==> src/rtl/axi4_lite_pkg.sv <==
// Shared AXI4-Lite definitions for the register-bus bridges (master and slave
// adapters): response codes, the master adapter state encoding and a helper
// that classifies a response as an error.
package axi4_lite_pkg;

   typedef enum logic [1:0] {
      OKAY   = 2'b00,
      EXOKAY = 2'b01,
      SLVERR = 2'b10,
      DECERR = 2'b11
   } resp_e;

   typedef enum logic [2:0] {
      IDLE    = 3'd0,
      WR_REQ  = 3'd1,
      WR_RESP = 3'd2,
      RD_REQ  = 3'd3,
      RD_RESP = 3'd4,
      RSP     = 3'd5
   } mst_state_e;

   // SLVERR and DECERR both have bit 1 set; OKAY and EXOKAY do not.
   function automatic logic resp_is_err(input logic [1:0] resp);
      return resp[1];
   endfunction

endpackage

==> src/rtl/axi4_lite_master_adapter.sv <==
// Register-request to AXI4-Lite master bridge. Local logic (config sequencer,
// test harness) issues single read/write commands; each becomes one AXI4-Lite
// transaction and yields one response word. One transaction outstanding.
//
// Ports:
//   aclk, aresetn        clock, async active-low reset
//   cmd_*                command handshake (valid/ready) + write/addr/wdata/wstrb/prot
//   rsp_*                response handshake (valid/ready) + write/rdata/resp/err
//   busy                 high whenever not IDLE
//   aw*/w*/b*/ar*/r*     AXI4-Lite master channels; every output is a flop
//
// state   | meaning
// --------+----------------------------------------------------------
// IDLE    | cmd_ready high, waiting for a command
// WR_REQ  | AW and W valids raised, each dropped after its own handshake
// WR_RESP | bready high, waiting for bvalid
// RD_REQ  | arvalid raised, waiting for arready
// RD_RESP | rready high, waiting for rvalid
// RSP     | rsp_valid high, waiting for rsp_ready
module axi4_lite_master_adapter
   import axi4_lite_pkg::*;
#(
   parameter int AXI_ADDR_WIDTH = 12,
   parameter int AXI_DATA_WIDTH = 32,
   parameter int AXI_BYTE_COUNT = AXI_DATA_WIDTH / 8
) (
   input  logic                      aclk,
   input  logic                      aresetn,
   input  logic                      cmd_valid,
   output logic                      cmd_ready,
   input  logic                      cmd_write,
   input  logic [AXI_ADDR_WIDTH-1:0] cmd_addr,
   input  logic [AXI_DATA_WIDTH-1:0] cmd_wdata,
   input  logic [AXI_BYTE_COUNT-1:0] cmd_wstrb,
   input  logic [2:0]                cmd_prot,
   output logic                      rsp_valid,
   input  logic                      rsp_ready,
   output logic                      rsp_write,
   output logic [AXI_DATA_WIDTH-1:0] rsp_rdata,
   output logic [1:0]                rsp_resp,
   output logic                      rsp_err,
   output logic                      busy,
   output logic [AXI_ADDR_WIDTH-1:0] awaddr,
   output logic [2:0]                awprot,
   output logic                      awvalid,
   input  logic                      awready,
   output logic [AXI_DATA_WIDTH-1:0] wdata,
   output logic [AXI_BYTE_COUNT-1:0] wstrb,
   output logic                      wvalid,
   input  logic                      wready,
   input  logic [1:0]                bresp,
   input  logic                      bvalid,
   output logic                      bready,
   output logic [AXI_ADDR_WIDTH-1:0] araddr,
   output logic [2:0]                arprot,
   output logic                      arvalid,
   input  logic                      arready,
   input  logic [AXI_DATA_WIDTH-1:0] rdata,
   input  logic [1:0]                rresp,
   input  logic                      rvalid,
   output logic                      rready
);

   mst_state_e                state_q, state_d;
   logic                      cmd_ready_q, cmd_ready_d;
   logic [AXI_ADDR_WIDTH-1:0] addr_q, addr_d;
   logic [2:0]                prot_q, prot_d;
   logic [AXI_DATA_WIDTH-1:0] wdata_q, wdata_d;
   logic [AXI_BYTE_COUNT-1:0] wstrb_q, wstrb_d;
   logic                      awvalid_q, awvalid_d;
   logic                      wvalid_q, wvalid_d;
   logic                      aw_done_q, aw_done_d;
   logic                      w_done_q, w_done_d;
   logic                      bready_q, bready_d;
   logic                      arvalid_q, arvalid_d;
   logic                      rready_q, rready_d;
   logic                      rsp_valid_q, rsp_valid_d;
   logic                      rsp_write_q, rsp_write_d;
   logic [AXI_DATA_WIDTH-1:0] rsp_rdata_q, rsp_rdata_d;
   logic [1:0]                rsp_resp_q, rsp_resp_d;

   always_comb begin
      state_d     = state_q;
      addr_d      = addr_q;
      prot_d      = prot_q;
      wdata_d     = wdata_q;
      wstrb_d     = wstrb_q;
      awvalid_d   = awvalid_q;
      wvalid_d    = wvalid_q;
      aw_done_d   = aw_done_q;
      w_done_d    = w_done_q;
      bready_d    = bready_q;
      arvalid_d   = arvalid_q;
      rready_d    = rready_q;
      rsp_valid_d = rsp_valid_q;
      rsp_write_d = rsp_write_q;
      rsp_rdata_d = rsp_rdata_q;
      rsp_resp_d  = rsp_resp_q;

      case (state_q)
         IDLE: begin
            if (cmd_valid && cmd_ready_q) begin
               addr_d  = cmd_addr;
               prot_d  = cmd_prot;
               wdata_d = cmd_wdata;
               wstrb_d = cmd_wstrb;
               if (cmd_write) begin
                  awvalid_d = 1'b1;
                  wvalid_d  = 1'b1;
                  aw_done_d = 1'b0;
                  w_done_d  = 1'b0;
                  state_d   = WR_REQ;
               end else begin
                  arvalid_d = 1'b1;
                  state_d   = RD_REQ;
               end
            end
         end
         WR_REQ: begin
            if (awvalid_q && awready) begin
               awvalid_d = 1'b0;
               aw_done_d = 1'b1;
            end
            if (wvalid_q && wready) begin
               wvalid_d = 1'b0;
               w_done_d = 1'b1;
            end
            // Uses the _d flags so a same-cycle AW+W handshake moves on at once.
            if (aw_done_d && w_done_d) begin
               bready_d = 1'b1;
               state_d  = WR_RESP;
            end
         end
         WR_RESP: begin
            if (bvalid) begin
               rsp_resp_d  = bresp;
               rsp_rdata_d = '0;
               rsp_write_d = 1'b1;
               rsp_valid_d = 1'b1;
               bready_d    = 1'b0;
               state_d     = RSP;
            end
         end
         RD_REQ: begin
            if (arready) begin
               arvalid_d = 1'b0;
               rready_d  = 1'b1;
               state_d   = RD_RESP;
            end
         end
         RD_RESP: begin
            if (rvalid) begin
               rsp_rdata_d = rdata;
               rsp_resp_d  = rresp;
               rsp_write_d = 1'b0;
               rsp_valid_d = 1'b1;
               rready_d    = 1'b0;
               state_d     = RSP;
            end
         end
         RSP: begin
            if (rsp_ready) begin
               rsp_valid_d = 1'b0;
               state_d     = IDLE;
            end
         end
         default: state_d = IDLE;
      endcase

      // Registered so cmd_ready rises one edge after reset release.
      cmd_ready_d = (state_d == IDLE);
   end

   always_ff @(posedge aclk or negedge aresetn) begin
      if (!aresetn) begin
         state_q     <= IDLE;
         cmd_ready_q <= 1'b0;
         addr_q      <= '0;
         prot_q      <= '0;
         wdata_q     <= '0;
         wstrb_q     <= '0;
         awvalid_q   <= 1'b0;
         wvalid_q    <= 1'b0;
         aw_done_q   <= 1'b0;
         w_done_q    <= 1'b0;
         bready_q    <= 1'b0;
         arvalid_q   <= 1'b0;
         rready_q    <= 1'b0;
         rsp_valid_q <= 1'b0;
         rsp_write_q <= 1'b0;
         rsp_rdata_q <= '0;
         rsp_resp_q  <= '0;
      end else begin
         state_q     <= state_d;
         cmd_ready_q <= cmd_ready_d;
         addr_q      <= addr_d;
         prot_q      <= prot_d;
         wdata_q     <= wdata_d;
         wstrb_q     <= wstrb_d;
         awvalid_q   <= awvalid_d;
         wvalid_q    <= wvalid_d;
         aw_done_q   <= aw_done_d;
         w_done_q    <= w_done_d;
         bready_q    <= bready_d;
         arvalid_q   <= arvalid_d;
         rready_q    <= rready_d;
         rsp_valid_q <= rsp_valid_d;
         rsp_write_q <= rsp_write_d;
         rsp_rdata_q <= rsp_rdata_d;
         rsp_resp_q  <= rsp_resp_d;
      end
   end

   assign cmd_ready = cmd_ready_q;
   assign busy      = (state_q != IDLE);
   assign rsp_valid = rsp_valid_q;
   assign rsp_write = rsp_write_q;
   assign rsp_rdata = rsp_rdata_q;
   assign rsp_resp  = rsp_resp_q;
   assign rsp_err   = resp_is_err(rsp_resp_q);

   // One latched address/prot serves both AW and AR; only one is ever valid.
   assign awaddr  = addr_q;
   assign awprot  = prot_q;
   assign awvalid = awvalid_q;
   assign wdata   = wdata_q;
   assign wstrb   = wstrb_q;
   assign wvalid  = wvalid_q;
   assign bready  = bready_q;
   assign araddr  = addr_q;
   assign arprot  = prot_q;
   assign arvalid = arvalid_q;
   assign rready  = rready_q;

endmodule

==> config.mk <==
export PLATFORM = sky130hd
export DESIGN_NAME = axi4_lite_master_adapter
export DESIGN_NICKNAME = d
export VERILOG_FILES = /design/src/rtl/axi4_lite_pkg.sv /design/src/rtl/axi4_lite_master_adapter.sv
export SDC_FILE = /design/constraint.sdc
export NUM_CORES = 1
export LEC_CHECK = 0
export CAP_MARGIN = 20
export CELL_PAD_IN_SITES_DETAIL_PLACEMENT = 1
export CELL_PAD_IN_SITES_GLOBAL_PLACEMENT = 1
export CORE_ASPECT_RATIO = 0.5
export CORE_UTILIZATION = 32
export CTS_CLUSTER_DIAMETER = 30
export DETAILED_ROUTE_END_ITERATION = 6
export GPL_ROUTABILITY_DRIVEN = 0
export GPL_TIMING_DRIVEN = 0
export PLACE_DENSITY_LB_ADDON = 0.1
export REMOVE_ABC_BUFFERS = 1
export SYNTH_ARGS = -nofsm -noshare
export SYNTH_HDL_FRONTEND = slang
export SYNTH_SLANG_ARGS = --single-unit
export TNS_END_PERCENT = 5
==> constraint.sdc <==
create_clock -name aclk -period 3.45 [get_ports aclk]
set_clock_uncertainty 0.15 [all_clocks]
set_input_delay 0.69 -clock aclk [delete_from_list [all_inputs] [get_ports aclk]]
set_output_delay 0.69 -clock aclk [all_outputs]
set_load 0.02 [all_outputs]
### Word level (Yosys, flattened, before mapping)

Index checks and enable logic that the tools add are counted.

| storage, ports and cells | value |
|---|---|
| bits in registers | 98 |
| input bits | 97 |
| output and inout bits | 110 |
| word-level logic and storage cells | 97 |

| cells by class | value |
|---|---|
| equal/unequal tests | 15 |
| muxes and demuxes | 43 |
| reductions and logical operators | 22 |

Operators with widths:

| operator | number |
|---|---|
| $mux W32 | 2 |
| $pmux W32 S2 | 1 |
| $mux W1 | 20 |
| $ne A2 B2 Y1 const B | 10 |
| $mux W3 | 6 |
| $pmux W3 S6 | 1 |
| $pmux W1 S2 | 8 |
| $reduce_and A4 Y1 | 4 |
| $reduce_and A3 Y1 | 4 |
| $reduce_bool A2 Y1 | 5 |
| $eq A3 B2 Y1 const B | 2 |
| $eq A3 B3 Y1 const B | 2 |
| $logic_not A3 Y1 | 2 |
| $mux W2 | 3 |
| $reduce_bool A3 Y1 | 2 |
| $logic_and A1 B1 Y1 | 4 |
| $pmux W2 S2 | 1 |
| $eq A3 B1 Y1 const B | 1 |
| $pmux W1 S3 | 1 |
| $reduce_and A2 Y1 | 1 |

### Longest topological paths before layout

Gate-level depths: netlist of run 1.

| logic depth | value |
|---|---|
| word-level depth | 7 |
| depth in mapped cells | 7 |
| mapped depth without buffers | 4 |

### Worst setup path after synthesis of run 1

No wires, ideal clock.

| timing path | value |
|---|---|
| path kind | input-to-reg |
| from | in wready |
| to | reg cmd_ready_q (netlist: cmd_ready) |
| setup time | 0.080 ns |
| arrival | 1.558 ns |
| data required time | 3.220 ns |
| setup slack | 1.661 ns |
| stages on the path | 4 |
| path buffers | 0 |
| cells stage by stage | a21oi_1 -> or2_1 -> a2111o_1 -> nor3_2 |

| on the way | value |
|---|---|
| word-level cells in the longest chain between the ends | 7 |

Ends and longest elaborated chain:

| element | line | source |
|---|---|---|
| start: declaration | axi4_lite_master_adapter.sv:50 | `input logic wready,` |
| $logic_and A1 B1 Y1 | axi4_lite_master_adapter.sv:124 | `if (wvalid_q && wready) begin` |
| $mux W1 | axi4_lite_master_adapter.sv:124 |  |
| $mux W1 | axi4_lite_master_adapter.sv:100 | `case (state_q)` |
| $logic_and A1 B1 Y1 | axi4_lite_master_adapter.sv:129 | `if (aw_done_d && w_done_d) begin` |
| $mux W3 | axi4_lite_master_adapter.sv:129 |  |
| $pmux W3 S6 | axi4_lite_master_adapter.sv:100 |  |
| via state_d[0] | axi4_lite_master_adapter.sv:64 | `mst_state_e state_q, state_d;` |
| $logic_not A3 Y1 | axi4_lite_master_adapter.sv:171 | `cmd_ready_d = (state_d == IDLE);` |
| via cmd_ready_d | axi4_lite_master_adapter.sv:65 | `logic cmd_ready_q, cmd_ready_d;` |
| end signal: assignment | axi4_lite_master_adapter.sv:195 | `cmd_ready_q <= cmd_ready_d;` |
| end: declaration | axi4_lite_master_adapter.sv:65 |  |

The timed path passes the listed nets, and every way through them passes these cells. The select of a mux whose other input is x is not followed.
A chain may end at the register's enable or synchronous reset.

### Worst setup path after layout of run 1

| timing path | value |
|---|---|
| from | reg state_q[0] |
| to | out busy |

| on the way | value |
|---|---|
| word-level cells in the longest chain between the ends | 1 |

Ends and longest elaborated chain:

| element | line | source |
|---|---|---|
| start: declaration | axi4_lite_master_adapter.sv:64 |  |
| start signal: assignment | axi4_lite_master_adapter.sv:194 | `state_q <= state_d;` |
| $reduce_bool A3 Y1 | axi4_lite_master_adapter.sv:215 | `assign busy = (state_q != IDLE);` |
| end: declaration | axi4_lite_master_adapter.sv:42 | `output logic busy,` |

No other way between the ends.

==> impl_metrics.env, run 1 <==
export IMPL_cp_arrival_ns=1.84
export IMPL_synth_warning_count=0
export IMPL_crit_chain="nor3_4 -> inv_1 -> clkdlybuf4s50_1"
export IMPL_synthCells=344
export IMPL_grt_pass1_wl_um=17660
export IMPL_pwr_share_clk=0.173
export IMPL_worstMarginPinSlew_ns=0.8210
export IMPL_holdWs_ns=0.1450
export IMPL_cts_root_buf="clkbuf_16"
export IMPL_wl_um=11030
export IMPL_setup_ws_ns=0.7733
export IMPL_final_antenna_net_count=0
export IMPL_htree_levels=3
export IMPL_die_w_um=162.6
export IMPL_clk_latency_ns=0.34
export IMPL_ios=207
export IMPL_first_iter_violations=99
export IMPL_r2r_start="state_q[0]"
export IMPL_synth_distinct_cells=35
export IMPL_internal_power_mw=4.029
export IMPL_critPathMaxFanout=18
export IMPL_grt_pass1_vias=3278
export IMPL_nets=624
export IMPL_postCtsSetupRepairBufs=0
export IMPL_initial_core_util=0.3387
export IMPL_worstHoldPathType="in2async"
export IMPL_io_buffer_count=206
export IMPL_syn_to_final_growth_pct=57.00
export IMPL_antenna_found_initial=0
export IMPL_avgSynthCellArea_um2=12.00
export IMPL_path_clk_slew_ns=0.07
export IMPL_num_vias=3138
export IMPL_async_reset_ff_frac=1.000
export IMPL_synth_area_um2=4129
export IMPL_dr_pass1_iters=4
export IMPL_finalHoldViolCount=0
export IMPL_grt_max_degree=68
export IMPL_clock_sinks=98
export IMPL_grtUsageTotal=0.1736
export IMPL_clk_path_buf_depth=2
export IMPL_cts_tree="done"
export IMPL_power_total_mw=6.473
export IMPL_hold_buffers=0
export IMPL_p_leak_nw=2.625
export IMPL_crit_type="reg2out"
export IMPL_dieArea_um2=13390
export IMPL_endpoint_kind="output port"
export IMPL_wl_per_cell_um=15.82
export IMPL_remaining_drc_errors=0
export IMPL_cpMaxStageDelayCell="dfrtp_1"
export IMPL_maxSlewViolCount=0
export IMPL_slowest_delay_ns=0.75
export IMPL_fillers=1279
export IMPL_status="finished clean"
export IMPL_cp_required_ns=2.61
export IMPL_r2r_end="wdata[1]"
export IMPL_die_h_um=82.32
export IMPL_synthFlopType="dfrtp_1"
export IMPL_ys_seq_area_frac=0.5939
export IMPL_cts_made_buffers=9
export IMPL_overflow=0
export IMPL_fmax_mhz=373.6
export IMPL_vdd_drop_max_mv=0.3971
export IMPL_worst_slew_margin_rel=0.4514
export IMPL_coreArea_um2=12190
export IMPL_rsz0062_at_grt="false"
export IMPL_p_comb_frac=0.506
export IMPL_reg2regPathDepth=3
export IMPL_maxCapViolations=0
export IMPL_hpwl_um=7991
export IMPL_ctsResizeCount=0
export IMPL_num_rows=28
export IMPL_swShare=0.3775
export IMPL_dp_slack_ns=0.8160
export IMPL_fin_crit_ns=2.677
export IMPL_insertedDiodeCount=0
export IMPL_power_density_nw_per_um2=998.6
export IMPL_drive_gt1_frac=0.1335
export IMPL_seq_power_share=0.320
export IMPL_period_share=0.7758
export IMPL_worstSetupStartpointType="flop"
export IMPL_ys_ff_latch=98
export IMPL_switchingPower_mw=2.444
export IMPL_synth_edf_count=0
export IMPL_r2r_setup_slack_ns=1.15
export IMPL_utilization=0.5317
export IMPL_vias_per_cell=4.502
export IMPL_setup_violations=0
-- registers in the layout (all words and copies together) (netlist names), 2 cells and up --
signal and cells:
state_q 3, rsp_rdata 32, wdata 32, arprot 3, wstrb 4, araddr 12
rsp_resp 2
-- cells in the final DEF (no fill, tap or decap), types with 2 or more instances in the layout --
cell type,n
mux2i_1,3
o21ai_0,31
a21oi_1,9
o2bb2ai_1,2
clkdlybuf4s50_1,205
dfrtp_1,98
nor2_1,7
clkbuf_16,9
bufinv_16,2
mux2_1,7
nand2b_1,3
o21ai_1,8
a31oi_1,3
nand3b_1,4
nand2_1,72
mux2_2,44
-- Yosys cell counts, types with 4 or more instances --
library cell / n / area [µm²]
nor2_1: 7 / 26.28
buf_8: 6 / 90.09
dfrtp_1: 98 / 2452
buf_2: 4 / 20.02
a21oi_1: 9 / 45.04
o21ai_0: 31 / 155.2
mux2_2: 44 / 495.5
mux2_1: 7 / 78.83
nand3b_1: 4 / 30.03
nand2_1: 72 / 270.3
o21ai_1: 8 / 40.04
clkbuf_1: 5 / 18.77
buf_4: 17 / 127.6
buf_6: 4 / 45.04
-- critical path: cells and delay by family, from the launching register on --
kind | cells | cell delay (ns)
buffers and inverters | 2 | 0.66
and+or+nand+nor | 1 | 0.09
DFF | 1 | 0.75
-- power groups by stage --
stage	Clock (mW)	Sequential, mW	Combinational, mW
after floorplan	0	2.84	0.843
after global placement	0	2.07	3.26
after detailed placement	0	2.10	3.33
after CTS	1.16	2.09	3.34
after global routing	1.21	2.17	3.52
final	1.12	2.07	3.28
-- worst max path at each step --
| stage | start | endpoint | cells past startpoint |
|---|---|---|---|
| after floorplan | bvalid | rsp_valid | 3 |
| after global placement | aresetn | araddr[6] | 1 |
| after detailed placement | cmd_valid | arprot[1] | 3 |
| after CTS | state_q[0] | busy | 3 |
| after global routing | state_q[0] | busy | 3 |
| final | state_q[0] | busy | 3 |
-- final cells by class --
| cell class | instances | area (µm²) | area share |
|---|---|---|---|
| repair buffers | 208 | 2107 | 0.3250 |
| clock inverters | 6 | 96.34 | 0.01486 |
| clock buffers | 10 | 239.0 | 0.03687 |
| flip-flops and latches | 98 | 2452 | 0.3783 |
| well taps | 165 | 206.4 | 0.03185 |
| inverters | 1 | 3.754 | 0.0005790 |
| multi-input cells | 209 | 1378 | 0.2125 |
-- layer usage --
layer  global-route usage  routed length, µm  share of wire
met1               0.2075               4780           0.43
met2               0.2987               5288           0.48
met3              0.06743                867          0.079
met4              0.04112                 91         0.0083
met5                    0                  0              0
-- through the flow --
stage	instance area, µm²	setup TNS (ns)	std cells
after floorplan	3827	0	308
final	6482	0	697
after global routing	6482	0	697
after detailed placement	6147	0	681
after CTS	6482	0	697
after global placement	6096	-240.51	679
-- logic make-up (layout without fill, tap and decap cells) --
logic type,count (synthesis),after routing,synth area share
compound gates,58,58,0.07788
buf+inv,37,225,0.07394
flops,98,98,0.5939
mux,54,54,0.1464
simple gates,97,97,0.1079
No activity file was read; power rests on OpenSTA's default activity.
==> run 2, diff against run 1 <==
--- a/config.mk
+++ b/config.mk
@@ -9,7 +9,7 @@
 export CELL_PAD_IN_SITES_DETAIL_PLACEMENT = 1
 export CELL_PAD_IN_SITES_GLOBAL_PLACEMENT = 1
 export CORE_ASPECT_RATIO = 0.5
-export CORE_UTILIZATION = 32
+export CORE_UTILIZATION = 30
 export CTS_CLUSTER_DIAMETER = 30
 export DETAILED_ROUTE_END_ITERATION = 6
 export GPL_ROUTABILITY_DRIVEN = 0
==> constraint.sdc (replaced) <==
create_clock -name aclk -period 2.6 [get_ports aclk]
set_clock_uncertainty 0.15 [all_clocks]
set_input_delay 0.52 -clock aclk [delete_from_list [all_inputs] [get_ports aclk]]
set_output_delay 0.52 -clock aclk [all_outputs]
set_load 0.02 [all_outputs]
==> run 2 against run 1 <==
Design area is 0.83% lower; setup slack worse by 0.59 ns; via count is 0.22% lower; core utilization is 3.8 points lower; die area is 6.5% higher; critical path depth stayed put; critical path type unchanged.
==> impl_metrics.env, run 2 (synthesis gave the netlist of run 1 again) <==
export IMPL_dr_pass1_iters=4
export IMPL_clk_latency_ns=0.33
export IMPL_initial_core_util=0.3170
export IMPL_cts_tree="done"
export IMPL_layout_common_cells="clkdlybuf4s50_1 (205), dfrtp_1 (97), nand2_1 (72)"
export IMPL_cts_root_buf="clkbuf_16"
export IMPL_wl_per_cell_um=15.23
export IMPL_fillers=1371
export IMPL_tns_ns=0
export IMPL_ff_latch_area_um2=2454
export IMPL_grt_pass1_wl_um=17600
export IMPL_worst_slew_margin_rel=0.4408
export IMPL_multi_input_area_um2=1378
export IMPL_p_comb_frac=0.521
export IMPL_maxCapViolations=0
export IMPL_cp_num_buf_inv=2
export IMPL_met1_length_um=4693
export IMPL_fin_cells=702
export IMPL_io_buffer_count=206
export IMPL_vdd_drop_max_mv=0.3994
export IMPL_cpMaxStageDelayCell="dfrtp_1"
export IMPL_pwr_share_clk=0.149
export IMPL_coreArea_um2=13030
export IMPL_worstHoldPathType="in2async"
export IMPL_htree_levels=3
export IMPL_power_density_nw_per_um2=1295
export IMPL_insertedDiodeCount=0
export IMPL_grtUsageTotal=0.1570
export IMPL_period_share=0.9279
export IMPL_num_vias=3131
export IMPL_switchingPower_mw=3.181
export IMPL_clk_path_buf_depth=2
export IMPL_p_leak_nw=2.587
export IMPL_vias_per_cell=4.460
export IMPL_remaining_drc_errors=0
export IMPL_clock_sinks=98
export IMPL_setup_ws_ns=0.1875
export IMPL_holdWs_ns=0.004381
export IMPL_cts_made_buffers=9
export IMPL_seq_power_share=0.330
export IMPL_grt_max_degree=64
export IMPL_setup_violations=0
export IMPL_endpoint_kind="output port"
export IMPL_postCtsSetupRepairBufs=0
export IMPL_worstSetupStartpointType="flop"
export IMPL_cp_arrival_ns=1.74
export IMPL_internal_power_mw=5.142
export IMPL_critPathMaxFanout=11
export IMPL_mostFrequentLayoutCell="clkdlybuf4s50_1"
export IMPL_drive_gt1_frac=0.1316
export IMPL_cp_required_ns=1.93
export IMPL_final_antenna_net_count=0
export IMPL_grt_pass1_vias=3254
export IMPL_crit_type="reg2out"
export IMPL_cp_top_family="buffers and inverters"
export IMPL_wl_met2_um=5138
export IMPL_top_layer_used="met4"
export IMPL_path_clk_slew_ns=0.07
export IMPL_utilization=0.4935
export IMPL_overflow=0
export IMPL_die_h_um=84.96
export IMPL_die_w_um=167.9
export IMPL_antenna_found_initial=0
export IMPL_dp_slack_ns=0.1315
export IMPL_wl_um=10690
export IMPL_ios=207
export IMPL_first_iter_violations=79
export IMPL_crit_chain="nor3_4 -> inv_1 -> clkdlybuf4s50_1"
export IMPL_hpwl_um=7681
export IMPL_dieArea_um2=14260
export IMPL_fin_crit_ns=2.412
export IMPL_slowest_delay_ns=0.54
export IMPL_dr_wl_met3_um=809
export IMPL_syn_to_final_growth_pct=55.70
export IMPL_swShare=0.3822
export IMPL_num_rows=29
export IMPL_finalHoldViolCount=0
export IMPL_fmax_mhz=414.5
export IMPL_nets=624
export IMPL_status="finished clean"
export IMPL_maxSlewViolCount=0
export IMPL_rsz0062_at_grt="false"
export IMPL_placedCellCount=686
export IMPL_worstMarginPinSlew_ns=0.8369
[run 2: changes by cell type in the layout (fill, tap and decap cells not counted)]
cell | before | now
clkinv_4 | 1 | 0
dfrtp_2 | 0 | 1
inv_6 | 1 | 0
clkbuf_1 | 0 | 2
clkinvlp_4 | 1 | 3
clkinv_2 | 0 | 1
bufinv_16 | 2 | 0
inv_8 | 1 | 0
dfrtp_1 | 98 | 97
[run 2: area by class of cell]
cell class | instances | area share
flip-flops and latches | 98 | 0.3817
repair buffers | 208 | 0.3278
multi-input cells | 209 | 0.2143
inverters | 1 | 0.0005839
well taps | 170 | 0.03309
clock inverters | 4 | 0.004282
clock buffers | 12 | 0.03834
[run 2: worst paths after layout]
kind	from	end	slack [ns]	cells after the start
min in group aclk	rsp_rdata[5]	rsp_rdata[5]	0.33	2
worst max register to register	state_q[2]	wdata[27]	0.34	3
worst max-delay path	state_q[2]	busy	0.19	3
worst min register to register	rsp_rdata[5]	rsp_rdata[5]	0.33	2
max in group asynchronous	aresetn	wstrb[3]	1.61	2
worst min-delay path	aresetn	rsp_rdata[11]	0.004	1
[run 2: metal layers]
metal | GRT usage | vias up
met5 | 0 | -
met1 | 0.1967 | 1504
li1 | - | 1511
met3 | 0.05364 | 4
met2 | 0.2648 | 112
met4 | 0.03253 | 0
[run 2: power by group through the flow]
stage	Clock, mW	Sequential [mW]	Combinational [mW]
after global placement	0	2.75	4.33
final	1.24	2.75	4.34
after floorplan	0	3.77	1.12
after CTS	1.29	2.76	4.41
after global routing	1.34	2.86	4.65
after detailed placement	0	2.78	4.41
[run 2: what timing repair did]
action                                  in CTS  in global routing
endpoints found under the setup margin       0                  1
gates resized for setup                      0                  1
hold buffers                                 0                  0
[run 2: per-stage QoR]
| step | total power [mW] | area (µm²) |
|---|---|---|
| 2_1_floorplan | 4.892 | 3827 |
| 3_3_place_gp | 7.083 | 6102 |
| 3_5_place_dp | 7.197 | 6153 |
| 4_1_cts | 8.466 | 6427 |
| 5_1_grt | 8.850 | 6429 |
| 6_report | 8.323 | 6429 |
==> run 3, diff against run 2 <==
--- a/config.mk
+++ b/config.mk
@@ -9,11 +9,13 @@
 export CELL_PAD_IN_SITES_DETAIL_PLACEMENT = 1
 export CELL_PAD_IN_SITES_GLOBAL_PLACEMENT = 1
 export CORE_ASPECT_RATIO = 0.5
+export CORE_MARGIN = 3
 export CORE_UTILIZATION = 30
 export CTS_CLUSTER_DIAMETER = 30
 export DETAILED_ROUTE_END_ITERATION = 6
 export GPL_ROUTABILITY_DRIVEN = 0
 export GPL_TIMING_DRIVEN = 0
+export HOLD_SLACK_MARGIN = 0.1
 export PLACE_DENSITY_LB_ADDON = 0.1
 export REMOVE_ABC_BUFFERS = 1
 export SYNTH_ARGS = -nofsm -noshare
==> run 3 against run 2 <==
Via count barely moved; sequential share of layout area down 0.23 points; sequential cell count stayed put; global-route usage fell by 1.6 points; total power increased by 1.5%; fmax up 1.6%; sequential power hardly changed; first-iteration DRC count up 78%; design area grew 0.60%; setup slack improved by 0.039 ns; register-to-register slack gained 0.08 ns; die area increased by 7.2%; critical path type unchanged.
==> impl_metrics.env, run 3 (synthesis gave the netlist of run 1 again) <==
export IMPL_remaining_drc_errors=0
export IMPL_power_density_nw_per_um2=1306
export IMPL_wl_per_cell_um=15.67
export IMPL_layout_common_cells="clkdlybuf4s50_1 (205), dfrtp_1 (97), nand2_1 (72)"
export IMPL_vdd_drop_max_mv=0.3913
export IMPL_critPathMaxFanout=11
export IMPL_cts_tree="done"
export IMPL_finalHoldViolCount=0
export IMPL_cts_root_buf="clkbuf_16"
export IMPL_finalInstanceArea_um2=6467
export IMPL_reg2regPathDepth=3
export IMPL_fillers=1397
export IMPL_r2r_start="state_q[2]"
export IMPL_insertedDiodeCount=0
export IMPL_holdWs_ns=0.3318
export IMPL_path_clk_slew_ns=0.06
export IMPL_coreArea_um2=13060
export IMPL_setup_violations=0
export IMPL_rsz0062_at_grt="false"
export IMPL_mostFrequentLayoutCell="clkdlybuf4s50_1"
export IMPL_initial_core_util=0.3161
export IMPL_drive_gt1_frac=0.1332
export IMPL_cp_arrival_ns=1.70
export IMPL_io_buffer_count=206
export IMPL_wl_um=11010
export IMPL_clk_latency_ns=0.33
export IMPL_worst_slew_margin_rel=0.4348
export IMPL_grt_pass1_wl_um=16790
export IMPL_worstSetupStartpointType="flop"
export IMPL_vias_per_cell=4.451
export IMPL_syn_to_final_growth_pct=56.64
export IMPL_cp_required_ns=1.93
export IMPL_die_w_um=171.9
export IMPL_hold_path_startpoint="rsp_rdata[12]"
export IMPL_htree_levels=3
export IMPL_num_vias=3129
export IMPL_maxSlewViolCount=0
export IMPL_period_share=0.9129
export IMPL_overflow=0
export IMPL_endpoint_kind="output port"
export IMPL_ios=207
export IMPL_antenna_found_initial=0
export IMPL_p_leak_nw=2.613
export IMPL_clock_sinks=98
export IMPL_die_h_um=88.96
export IMPL_worstMarginPinSlew_ns=0.8457
export IMPL_first_iter_violations=141
export IMPL_place_area_um2=6153
export IMPL_hold_depth=2
export IMPL_nets=625
export IMPL_crit_start="state_q[2]"
export IMPL_fin_cells=703
export IMPL_dieArea_um2=15290
export IMPL_crit_type="reg2out"
export IMPL_grt_max_degree=58
export IMPL_num_rows=29
export IMPL_hpwl_um=8025
export IMPL_cts_made_buffers=9
export IMPL_final_antenna_net_count=0
export IMPL_utilization=0.4951
export IMPL_fin_crit_ns=2.374
export IMPL_maxCapViolations=0
export IMPL_clk_path_buf_depth=2
export IMPL_status="finished clean"
export IMPL_grt_pass1_vias=3109
export IMPL_worstHoldPathType="reg2reg"
export IMPL_fmax_mhz=421.3
export IMPL_dr_pass1_iters=4
export IMPL_power_total_mw=8.446
export IMPL_placedCellCount=686
export IMPL_grtUsageTotal=0.1415
## run 3: cell types whose count changed in the layout (fill, tap and decap cells not counted)
cell | previous run | this run
clkinvlp_4 | 3 | 1
clkbuf_1 | 2 | 1
dlygate4sd3_1 | 0 | 1
bufinv_16 | 0 | 1
inv_6 | 0 | 2
## run 3: what timing repair did
| action | 4_1_cts | 5_1_grt |
|---|---|---|
| endpoints found under the setup margin | 0 | 1 |
| endpoints found under the hold margin | 41 | 0 |
| hold buffers | 1 | 0 |
| buffers inserted | 0 | 0 |
| gates resized for setup | 0 | 1 |
## run 3: area by class of cell
cell class,count,area (µm²),share of cell area
clock buffer,11,242.7,0.03753
clock inverter,5,60.06,0.009286
inverter,1,3.754,0.0005804
multi-input combinational,209,1378,0.2130
sequential,98,2454,0.3794
tap,170,212.7,0.03289
timing repair buffer,209,2117,0.3273
## run 3: final timing paths
kind                       slack, ns            end
max                             0.23           busy
min                             0.33  rsp_rdata[12]
max reg2reg                     0.42      araddr[9]
min reg2reg                     0.33  rsp_rdata[12]
max in group asynchronous       1.02     state_q[0]
min in group asynchronous       0.58     araddr[10]
## run 3: per-layer routing
layer	track usage	wire [µm]
met5	0	0
met4	0.02824	94
met3	0.06228	1027
met1	0.1739	4655
met2	0.2361	5236
## run 3: critical path, cell delays in order (launching register included)
cell and delay, ns:
dfrtp_1 0.52, nor3_4 0.26, inv_1 0.06, clkdlybuf4s50_1 0.53
## run 3: stage by stage
| step | TNS [ns] | worst slack, ns |
|---|---|---|
| 6_report | 0 | 0.2264 |
| 5_1_grt | 0 | 0.1168 |
| 4_1_cts | 0 | 0.07195 |
| 3_5_place_dp | 0 | 0.1351 |
| 3_3_place_gp | -328.51 | -3.151 |
| 2_1_floorplan | 0 | 0.3720 |
## run 3: where the power goes
part | internal (mW) | switching (mW) | total, mW
registers | 2.27 | 0.481 | 2.75
clock network | 0.779 | 0.570 | 1.35
logic | 2.20 | 2.15 | 4.35
